## config.mk

```make
export PLATFORM = sky130hd
export DESIGN_NAME = vga_syncdet
export DESIGN_NICKNAME = d
export VERILOG_FILES = /design/src/rtl/vga_syncdet_pkg.sv /design/src/rtl/vga_syncdet_sync_meas.sv /design/src/rtl/vga_syncdet.sv
export SDC_FILE = /design/constraint.sdc
export NUM_CORES = 1
export LEC_CHECK = 0
export ABC_CLOCK_PERIOD_IN_PS = 2580
export CAP_MARGIN = 10
export CORE_ASPECT_RATIO = 0.6
export CORE_UTILIZATION = 51
export CTS_CLUSTER_DIAMETER = 50
export DETAILED_ROUTE_END_ITERATION = 8
export PLACE_DENSITY = 0.78
export SKIP_CTS_REPAIR_TIMING = 1
export SYNTH_ARGS = -nofsm -noshare
export SYNTH_HDL_FRONTEND = slang
export SYNTH_SLANG_ARGS = --single-unit
```

## constraint.sdc

```tcl
create_clock -name clk_i -period 2.58 [get_ports clk_i]
set_clock_uncertainty 0.05 [all_clocks]
set_input_delay 0.516 -clock clk_i [delete_from_list [all_inputs] [get_ports clk_i]]
set_output_delay 0.516 -clock clk_i [all_outputs]
set_load 0.01 [all_outputs]
```

## src/rtl/vga_syncdet_pkg.sv

```systemverilog
// Shared types and helpers for the VGA sync timing detector.
// Detector state encoding is exported here so status logic can decode it.
package vga_syncdet_pkg;

  localparam int unsigned CntW = 10;
  localparam logic [CntW-1:0] CntMax = '1;
  localparam logic [CntW-1:0] CntOne = 10'd1;

  typedef enum logic [1:0] {
    StSearch  = 2'd0,
    StMeasure = 2'd1,
    StLocked  = 2'd2
  } state_e;

  // Measurement counters stick at full scale instead of wrapping.
  function automatic logic [CntW-1:0] sat_inc(input logic [CntW-1:0] v);
    return (v == CntMax) ? v : v + CntOne;
  endfunction

endpackage

```

## src/rtl/vga_syncdet_sync_meas.sv

```systemverilog
// Per-axis sync measurer: counts ticks between start events (period) and
// ticks while the sync is active (width). Both counters saturate.
module vga_syncdet_sync_meas
  import vga_syncdet_pkg::*;
(
  input  logic            clk_i,
  input  logic            rst_i,
  input  logic            tick_i,
  input  logic            start_i,
  input  logic            active_i,
  output logic [CntW-1:0] period_cnt_o,
  output logic [CntW-1:0] period_o,
  output logic [CntW-1:0] wid_cnt_o
);

  logic [CntW-1:0] per_q, per_d;
  logic [CntW-1:0] len_q, len_d;
  logic [CntW-1:0] wid_q, wid_d;

  always_comb begin
    per_d = per_q;
    len_d = len_q;
    wid_d = wid_q;
    if (start_i) begin
      len_d = per_q;
      per_d = CntOne;
    end else if (tick_i) begin
      per_d = sat_inc(per_q);
    end
    if (start_i) begin
      wid_d = CntOne;
    end else if (tick_i && active_i) begin
      wid_d = sat_inc(wid_q);
    end
  end

  always_ff @(posedge clk_i or posedge rst_i) begin
    if (rst_i) begin
      per_q <= '0;
      len_q <= '0;
      wid_q <= '0;
    end else begin
      per_q <= per_d;
      len_q <= len_d;
      wid_q <= wid_d;
    end
  end

  assign period_cnt_o = per_q;
  assign period_o     = len_q;
  assign wid_cnt_o    = wid_q;

endmodule

```

## src/rtl/vga_syncdet.sv

```systemverilog
// VGA sync timing detector: verifies HS/VS timing over two frames, then
// regenerates HCNT/VCNT cycle-aligned with the transmitter's counters.
module vga_syncdet
  import vga_syncdet_pkg::*;
#(
  parameter int unsigned HPeriod = 800,
  parameter int unsigned HFront  = 16,
  parameter int unsigned HWidth  = 96,
  parameter int unsigned VPeriod = 525,
  parameter int unsigned VFront  = 10,
  parameter int unsigned VWidth  = 2
) (
  input  logic       clk_i,
  input  logic       rst_i,
  input  logic       hs_i,
  input  logic       vs_i,
  output logic       locked_o,
  output logic [9:0] hcnt_o,
  output logic [9:0] vcnt_o,
  output logic [9:0] hlen_o,
  output logic [9:0] vlen_o,
  output logic       err_o
);

  localparam logic [CntW-1:0] HPeriodW = CntW'(HPeriod);
  localparam logic [CntW-1:0] HWidthW  = CntW'(HWidth);
  localparam logic [CntW-1:0] HLastW   = CntW'(HPeriod - 1);
  localparam logic [CntW-1:0] HStartW  = (HFront + 1 == HPeriod) ? '0 : CntW'(HFront + 1);
  localparam logic [CntW-1:0] VPeriodW = CntW'(VPeriod);
  localparam logic [CntW-1:0] VWidthW  = CntW'(VWidth);
  localparam logic [CntW-1:0] VLastW   = CntW'(VPeriod - 1);
  localparam logic [CntW-1:0] VFrontW  = CntW'(VFront);

  logic hs_q, vs_q;
  logic hfall, vfall;
  logic [CntW-1:0] hlen_cnt, hw_cnt, vline, vw_cnt;
  logic good_line, good_frame, hsat;

  state_e state_q, state_d;
  logic first_q, first_d;
  logic err_q, err_d;
  logic [CntW-1:0] hcnt_q, hcnt_d, vcnt_q, vcnt_d;

  assign hfall = hs_q & ~hs_i;
  assign vfall = vs_q & ~vs_i;

  vga_syncdet_sync_meas u_hmeas (
    .clk_i        (clk_i),
    .rst_i        (rst_i),
    .tick_i       (1'b1),
    .start_i      (hfall),
    .active_i     (~hs_i),
    .period_cnt_o (hlen_cnt),
    .period_o     (hlen_o),
    .wid_cnt_o    (hw_cnt)
  );

  vga_syncdet_sync_meas u_vmeas (
    .clk_i        (clk_i),
    .rst_i        (rst_i),
    .tick_i       (hfall),
    .start_i      (vfall),
    .active_i     (~vs_i),
    .period_cnt_o (vline),
    .period_o     (vlen_o),
    .wid_cnt_o    (vw_cnt)
  );

  // hw_cnt only moves while HS is low, so at hfall it still holds the last width.
  assign good_line  = (hlen_cnt == HPeriodW) && (hw_cnt == HWidthW);
  assign good_frame = (vline == VPeriodW) && (vw_cnt == VWidthW) && hfall;
  assign hsat       = (hlen_cnt == CntMax);

  always_comb begin
    state_d = state_q;
    first_d = first_q;
    err_d   = 1'b0;
    unique case (state_q)
      StSearch: begin
        if (vfall) begin
          state_d = StMeasure;
          first_d = 1'b1;
        end
      end
      StMeasure: begin
        if (hfall) first_d = 1'b0;
        if (hsat || (hfall && !first_q && !good_line)) begin
          state_d = StSearch;
        end else if (vfall && good_frame) begin
          state_d = StLocked;
        end
      end
      StLocked: begin
        if (hsat || (hfall && !good_line) || (vfall && !good_frame) || (vline > VPeriodW)) begin
          state_d = StSearch;
          err_d   = 1'b1;
        end
      end
      default: state_d = StSearch;
    endcase
  end

  always_comb begin
    hcnt_d = '0;
    vcnt_d = '0;
    if (state_d == StLocked) begin
      if (state_q != StLocked) begin
        // The locking hfall sits at HCNT==HFRONT on the transmitter side.
        hcnt_d = HStartW;
        vcnt_d = VFrontW;
      end else if (hcnt_q == HLastW) begin
        hcnt_d = '0;
        vcnt_d = (vcnt_q == VLastW) ? '0 : vcnt_q + CntOne;
      end else begin
        hcnt_d = hcnt_q + CntOne;
        vcnt_d = vcnt_q;
      end
    end
  end

  always_ff @(posedge clk_i or posedge rst_i) begin
    if (rst_i) begin
      hs_q    <= 1'b1;
      vs_q    <= 1'b1;
      state_q <= StSearch;
      first_q <= 1'b0;
      err_q   <= 1'b0;
      hcnt_q  <= '0;
      vcnt_q  <= '0;
    end else begin
      hs_q    <= hs_i;
      vs_q    <= vs_i;
      state_q <= state_d;
      first_q <= first_d;
      err_q   <= err_d;
      hcnt_q  <= hcnt_d;
      vcnt_q  <= vcnt_d;
    end
  end

  assign locked_o = (state_q == StLocked);
  assign err_o    = err_q;
  assign hcnt_o   = hcnt_q;
  assign vcnt_o   = vcnt_q;

endmodule

```

---- Yosys cells after proc, flatten, opt, wreduce, memory -nomap -nowiden ----
Index checks and enable logic that the tools add are counted.
storage, ports and cells
  register bits ........................... 86
  bits of input ports ..................... 4
  output and inout bits ................... 42
  word-level logic and storage cells ...... 98
operators by class
  $add $sub $neg .......................... 6
  $lt $le $gt $ge ......................... 1
  equal/unequal tests ..................... 22
  multiplexer cells ....................... 28
  bitwise operators ....................... 4
  reductions and logical operators ........ 24
operators by type and width
  operator                                               count
  two-way mux 10 bit                                     18
  equality test 10 bit, second input constant            8
  adder 10 x 1 -> 10 bit, second input constant          6
  inequality test 2 bit, second input constant           7
  equality test 10 x 2 -> 1 bit, second input constant   1
  equality test 10 x 7 -> 1 bit, second input constant   1
  greater-than comparator 10 bit, second input constant  1
  logical AND 1 bit                                      9
  two-way mux 2 bit                                      4
  one-hot mux 2 bit (3 select lines)                     1
  AND reduction 2 bit                                    3
  nonzero test 2 bit                                     3
  equality test 2 bit, second input constant             2
  logical OR 1 bit                                       4
  two-way mux 1 bit                                      4
  zero test 1 bit                                        3
  inequality test 3 x 1 -> 1 bit, second input constant  1
  AND reduction 3 bit                                    1
  bitwise AND 1 bit                                      2
  equality test 2 x 1 -> 1 bit, second input constant    1
  zero test 2 bit                                        1
  inequality test 2 x 1 -> 1 bit, second input constant  1
  NOT 1 bit                                              2
  one-hot mux 1 bit (2 select lines)                     1

---- Longest topological paths before layout ----
Gate-level depths: netlist of run 1.
  depth after elaboration ................. 11
  mapped depth ............................ 8
  depth with buffers taken out ............ 7

---- By module ----
Synthesis of run 1 repeated with hierarchy kept, for this count alone.
unflattened totals
  cell total of the unflattened synthesis .. 452
  area, all modules ....................... 4,588.2 µm²
by module, submodules not included
  module                 instances  cells each  area each (µm²)  seq. area each (µm²)
  vga_syncdet_sync_meas  2          141         1,492.7          750.7
  vga_syncdet            1          170         1,602.8          653.1

---- Worst setup path before layout of run 1 ----
Ideal clock, no wire load.
  path type ............................... input-to-reg
  start ................................... input port hs_i
  end ..................................... register u_vmeas.wid_q[9], in the netlist u_vmeas.wid_cnt_o[9]
  data arrival time ....................... 1,625 ps
  required time ........................... 2,398 ps
  path slack .............................. 773 ps
  cell stages on the path ................. 5
  path buffers ............................ 0
  cells stage by stage .................... or3b_1 -> a311oi_2 -> nand4_1 -> xor2_1 -> nor2_1
on the way
  cells in the longest elaborated chain, start to end .. 5
RTL lines
  item                                  RTL line                     text
  from (decl)                           vga_syncdet.sv:15            input logic hs_i,
  NOT 1 bit                             --
  bitwise AND 1 bit                     vga_syncdet.sv:44            assign hfall = hs_q & ~hs_i;
  logical AND 1 bit                     vga_syncdet_sync_meas.sv:32  end else if (tick_i && active_i) begin
  nonzero test 2 bit (no source line)   --
  AND reduction 2 bit (no source line)  --
  to (signal assigned)                  vga_syncdet_sync_meas.sv:45  wid_q <= wid_d;
  to (decl)                             vga_syncdet_sync_meas.sv:18  logic [CntW-1:0] wid_q, wid_d;
Every way passes these cells.
A chain may end at the register's enable or synchronous reset.

---- Worst setup path after layout of run 1 ----
  start ................................... register state_q[1]
  end ..................................... output port locked_o
on the way
  cells in the longest elaborated chain, start to end .. 1
RTL lines
  item                    RTL line            text
  from (decl)             vga_syncdet.sv:39   state_e state_q, state_d;
  from (signal assigned)  vga_syncdet.sv:125  state_q <= StSearch;
  from (signal assigned)  vga_syncdet.sv:133  state_q <= state_d;
  equality test 2 bit     vga_syncdet.sv:141  assign locked_o = (state_q == StLocked);
  to (decl)               vga_syncdet.sv:17   output logic locked_o,
Every way passes these cells.

==> qor.yml, run 1 <==
synth_ff_type: "dfrtp_1"
synth_edf_count: 0
ctsRootBufferMaster: "clkbuf_16"
critPathLaunchType: "flip-flop"
dp.cells: 592
grt_pass1_vias: 3270
multi_input_area_mm2: 0.002064
worstReg2RegStart: "u_hmeas.wid_cnt_o[0]$_DFFE_PP0P_"
route.antenna.remaining_nets: 0
routed_wl_um: 9376
ys_ff_latch: 86
rr_worst_depth: 7
p_sw_mw: 0.8291
pwr-share-clk: 0.431
p_per_area_mw_per_mm2: 648.2
leakagePower_nw: 2.298
tns_ns: 0
core_mm2: 0.008070
antennaDiodeCount: 0
die_area_mm2: 0.008949
hold_start: "u_hmeas.period_o[3]$_DFFE_PP0N_"
die_h_um: 73.68
grt_max_degree: 87
utilization: 0.6547
n_fill_cell: 643
grt_overflow_total: 0
crit_arrival_ns: 1.85
syn_area_mm2: 0.004367
syn-num-nets: 464
max-cap-violations: 0
hold_path.class: "flip-flop to flip-flop"
grt_setup_unrepaired: "no"
syn2layout_area_growth_pct: 21.00
critPathCaptureType: "output port"
h-tree-depth: 3
path_clk_slew_ns: 0.06
postSynthAreaPerCell_um2: 9.747
drv_slew: 0
path_class: "flip-flop to output port"
status: "completed"
layout.cells.non_filler: 608
hold_depth: 2
num_vias: 3406
die_w_um: 121.5
antenna_found_initial: 0
setup_viol: 0
final_cell_mix: "dfrtp_1 (84), nand2_1 (72), nor2_1 (47)"
drc: 0
drive_gt1_frac: 0.08400
insertion_delay_ns: 0.34
critPathMaxFanout: 8
core.rowCount: 25
dr.pass1.iters: 5
ys_types: 57
tightestPinTransition_ns: 0.7484
ir_worst_vdd_v: 0.0003354
initial_core_util: 0.5411
synthCells: 448
power_frac_comb: 0.107
fmaxAchievable_ghz: 0.4141
reg2reg_slack_ns: 0.37
finalHoldViolations: 0
finalWorstPathRequiredPeriod_ns: 2.415
ys_seq_area_frac: 0.4934
gp_congestion: 0.9291
p_sw_frac: 0.2421
ys_warn_count: 0
track_usage: 0.2367
cts_tree: "built"
final_common_cell: "dfrtp_1"
clockBufferDepth: 2
dp_hpwl_um: 6412
pwr-share-seq: 0.463
wire_per_inst_um: 15.42
area.sequential_mm2: 0.002155
r2r_end: "hcnt_o[1]$_DFF_PP0_"
viasPerCell: 5.602
pin_count: 46
slew_headroom: 0.4968
cell_internal_pwr_mw: 2.596
cp.required_ns: 2.01
hold_end: "u_hmeas.period_o[3]$_DFFE_PP0N_"
numCtsBuffers: 9
grt_first_pass_wirelength_um: 16130
io_buffers: 45
fin_crit_sh: 0.9360
synthArstFlopShare: 1.000
cts_sinks: 86
num-nets-final: 511
drt_iter0_markers: 211
==> cells in the mapped netlist (all sizes together), types with 2 or more instances <==
cell,number,area share
nand2b,2,0.0029
and2b,2,0.0040
nor2b,2,0.0029
a31oi,2,0.0029
xor2,24,0.048
dfstp,2,0.012
o31a,2,0.0040
nand4,19,0.032
a211oi,3,0.0052
nand3,22,0.025
and4,7,0.014
or3,2,0.0029
a311oi,4,0.011
inv,17,0.015
and3,11,0.016
dfrtp,84,0.48
nor3,21,0.028
ha,12,0.034
and2,2,0.0032
nor4b,7,0.019
clkbuf,10,0.011
nand2,72,0.062
or3b,2,0.0040
a21oi,14,0.017
o21ai,14,0.018
mux2i,2,0.0046
buf,5,0.0083
nor3b,2,0.0034
nor4,2,0.0063
nor2,47,0.040
xnor2,21,0.042
==> worst max-delay path: stages (launching register included) <==
cell,delay (ns)
dfrtp_1,0.45
inv_1,0.18
nor2_1,0.28
clkdlybuf4s50_1,0.60
==> logic make-up after synthesis <==
| kind of cell | share of synthesized area |
|---|---|
| DFF | 0.4934 |
| AOI/OAI and AO/OA | 0.07307 |
| adders and majority gates | 0.03438 |
| and+or+nand+nor | 0.2705 |
| muxes | 0.004585 |
| buffers and inverters | 0.03381 |
| xor gates and xnor gates | 0.09026 |
==> stage by stage <==
stage / hold WS (ns) / power [mW] / worst slack (ns) / instance area, um2
final: 0.4238 / 3.425 / 0.1651 / 5284
after global routing: 0.4583 / 3.577 / 0.04255 / 5284
after CTS: 0.4278 / 3.462 / 0.1346 / 5284
after detailed placement: 0.4123 / 1.970 / 0.1097 / 4930
after global placement: 0.4085 / 1.949 / 0.2169 / 4930
after floorplan: 0.4351 / 1.818 / 0.7727 / 4370
==> flip-flops by register name, indices dropped and copies added, names as in the netlist, 2 cells and up <==
| signal | count |
|---|---|
| u_hmeas.period_cnt_o | 10 |
| u_hmeas.wid_cnt_o | 10 |
| u_hmeas.period_o | 10 |
| u_vmeas.period_o | 10 |
| u_vmeas.period_cnt_o | 10 |
| vcnt_o | 10 |
| state_q | 2 |
| u_vmeas.wid_cnt_o | 10 |
| hcnt_o | 10 |
==> worst max-delay path by stage <==
stage	start	endpoint	slack, ns	cells after the start
final	state_q[1]$_DFF_PP0_	locked_o	0.17	3
after global routing	state_q[1]$_DFF_PP0_	locked_o	0.04	3
after CTS	state_q[1]$_DFF_PP0_	locked_o	0.13	3
after detailed placement	hs_i	hcnt_o[1]$_DFF_PP0_	0.11	6
after global placement	hs_i	u_vmeas.wid_cnt_o[9]$_DFFE_PP0P_	0.22	6
after floorplan	hs_i	u_vmeas.wid_cnt_o[9]$_DFFE_PP0P_	0.77	5
==> routing by layer <==
layer / wire [um] / global-route usage
met1: 4628 / 0.3364
met2: 4166 / 0.3554
met3: 474 / 0.05901
met4: 107 / 0.07956
met5: 0 / 0
==> power groups by stage <==
| stage | clock network [mW] | logic, mW | registers [mW] |
|---|---|---|---|
| floorplan | 0 | 0.252 | 1.57 |
| global route | 1.56 | 0.412 | 1.61 |
| global placement | 0 | 0.351 | 1.60 |
| detailed placement | 0 | 0.365 | 1.60 |
| CTS | 1.51 | 0.369 | 1.58 |
| finish | 1.48 | 0.365 | 1.58 |
==> final cells by class <==
class	count	share of cell area
clock buffer	14	0.05565
timing repair buffer	51	0.09614
sequential	86	0.4078
clock inverter	2	0.01137
tap	108	0.02557
inverter	17	0.01279
multi-input combinational	330	0.3907
No activity file was read; power rests on OpenSTA's default activity.
==> run 2, diff against run 1 <==
CORE_ASPECT_RATIO = 0.9   (was 0.6)
TNS_END_PERCENT = 1   (was unset)
==> run 2 against run 1 <==
  * Design area fell by 1.8%
  * Count of clock-buffer cells in the layout fell by 4
  * Non-clock buffer count grew 2
  * Sequential cell count unchanged
  * First-iteration DRC count decreased by 19%
  * Combinational power barely moved
  * Global-route usage down 2.0 points
  * Critical path depth unchanged
  * Largest cell class unchanged
  * Highest routed layer unchanged
==> qor.yml, run 2 (synthesis results as in run 1) <==
layout.cells.non_filler: 617
ctsRootBufferMaster: "clkbuf_8"
n_fill_cell: 681
grt_max_degree: 36
cts_sinks: 86
viasPerCell: 5.446
place_worst_setup_slack_ns: 0.1273
grt_first_pass_wirelength_um: 15530
grt_pass1_vias: 3266
h-tree-depth: 3
antennaDiodeCount: 0
grt_overflow_total: 0
tns_ns: 0
die_w_um: 99.54
drc: 0
drt_iter0_markers: 171
insertion_delay_ns: 0.37
clockBufferDepth: 2
fmaxAchievable_ghz: 0.4143
final_common_cell: "dfrtp_1"
p_per_area_mw_per_mm2: 579.1
dp.cells: 601
slowest_stage: "clkdlybuf4s50_1"
syn2layout_area_growth_pct: 18.80
setup_slack_ns: 0.1664
dp_hpwl_um: 6277
core_mm2: 0.008184
path_class: "flip-flop to output port"
hold_path.class: "flip-flop to flip-flop"
num_vias: 3360
finalHoldViolations: 0
antenna_found_initial: 0
die_area_mm2: 0.008937
cp_num_buf_inv: 2
crit_path_cell_trace: "inv_1 -> nor2_1 -> clkdlybuf4s50_1"
status: "completed"
power_mw: 3.004
dr.pass1.iters: 4
utilization: 0.6338
placed_area_mm2: 0.004966
slowest_delay_ns: 0.60
finalWorstPathRequiredPeriod_ns: 2.414
max-cap-violations: 0
hold_slack_ns: 0.4309
crit_family: "buffers and inverters"
drive_gt1_frac: 0.08566
die_h_um: 89.79
wire_per_inst_um: 14.46
leakagePower_nw: 2.244
ir_worst_vdd_v: 0.0003543
pin_count: 46
final_cell_mix: "dfrtp_1 (84), nand2_1 (72), nor2_1 (47)"
critPathLaunchType: "flip-flop"
cts_tree: "built"
cp.required_ns: 2.01
routed_wl_um: 8921
core.rowCount: 31
io_buffers: 45
initial_core_util: 0.5336
slew_headroom: 0.4859
tightestPinTransition_ns: 0.7646
drv_slew: 0
track_usage: 0.2172
final_area_mm2: 0.005187
fin_crit_sh: 0.9355
critPathMaxFanout: 8
setup_viol: 0
path_clk_slew_ns: 0.10
gp_congestion: 0.8398
num-nets-final: 513
numCtsBuffers: 9
critPathCaptureType: "output port"
crit_arrival_ns: 1.85
route.antenna.remaining_nets: 0
grt_setup_unrepaired: "no"
==> run 2: cell types whose count changed in the layout (fill, tap and decap cells not counted), sizes merged <==
cell | before | now
clkinv | 0 | 1
clkinvlp | 1 | 2
clkbuf | 14 | 10
inv | 16 | 18
buf | 6 | 8
==> run 2: path summary, 6_finish.rpt <==
kind / from / endpoint / slack (ns) / cells past startpoint
min: u_hmeas.period_o[3]$_DFFE_PP0N_ / u_hmeas.period_o[3]$_DFFE_PP0N_ / 0.43 / 2
max reg2reg: u_hmeas.wid_cnt_o[0]$_DFFE_PP0P_ / hcnt_o[1]$_DFF_PP0_ / 0.43 / 7
min reg2reg: u_hmeas.period_o[3]$_DFFE_PP0N_ / u_hmeas.period_o[3]$_DFFE_PP0N_ / 0.43 / 2
max: state_q[1]$_DFF_PP0_ / locked_o / 0.17 / 3
min in group asynchronous: rst_i / u_hmeas.period_o[8]$_DFFE_PP0N_ / 0.47 / 2
max in group asynchronous: rst_i / vs_q$_DFF_PP1_ / 1.41 / 3
==> run 2: final cells by class <==
type	count	area, um2	area share
multi-input combinational	330	2064	0.3980
sequential	86	2155	0.4153
tap	115	143.9	0.02774
clock buffer	10	127.6	0.02460
clock inverter	6	93.84	0.01809
timing repair buffer	53	535.5	0.1032
inverter	17	67.56	0.01302
==> run 2: report_power, final <==
group,internal (mW),switching [mW]
clock,0.554,0.504
combinational,0.173,0.192
sequential,1.45,0.135
total,2.17,0.831
==> run 2: worst min-delay path, delay by kind of cell, from the launching register on <==
kind,cells,cell delay [ns]
DFF,1,0.35
and+or+nand+nor,2,0.10
==> run 2: per-layer routing <==
| layer | up-vias | GRT usage | part of all wire |
|---|---|---|---|
| li1 | 1646 | - | - |
| met5 | - | 0 | 0 |
| met3 | 13 | 0.04277 | 0.035 |
| met2 | 69 | 0.3472 | 0.47 |
| met1 | 1632 | 0.3006 | 0.48 |
| met4 | 0 | 0.06373 | 0.013 |
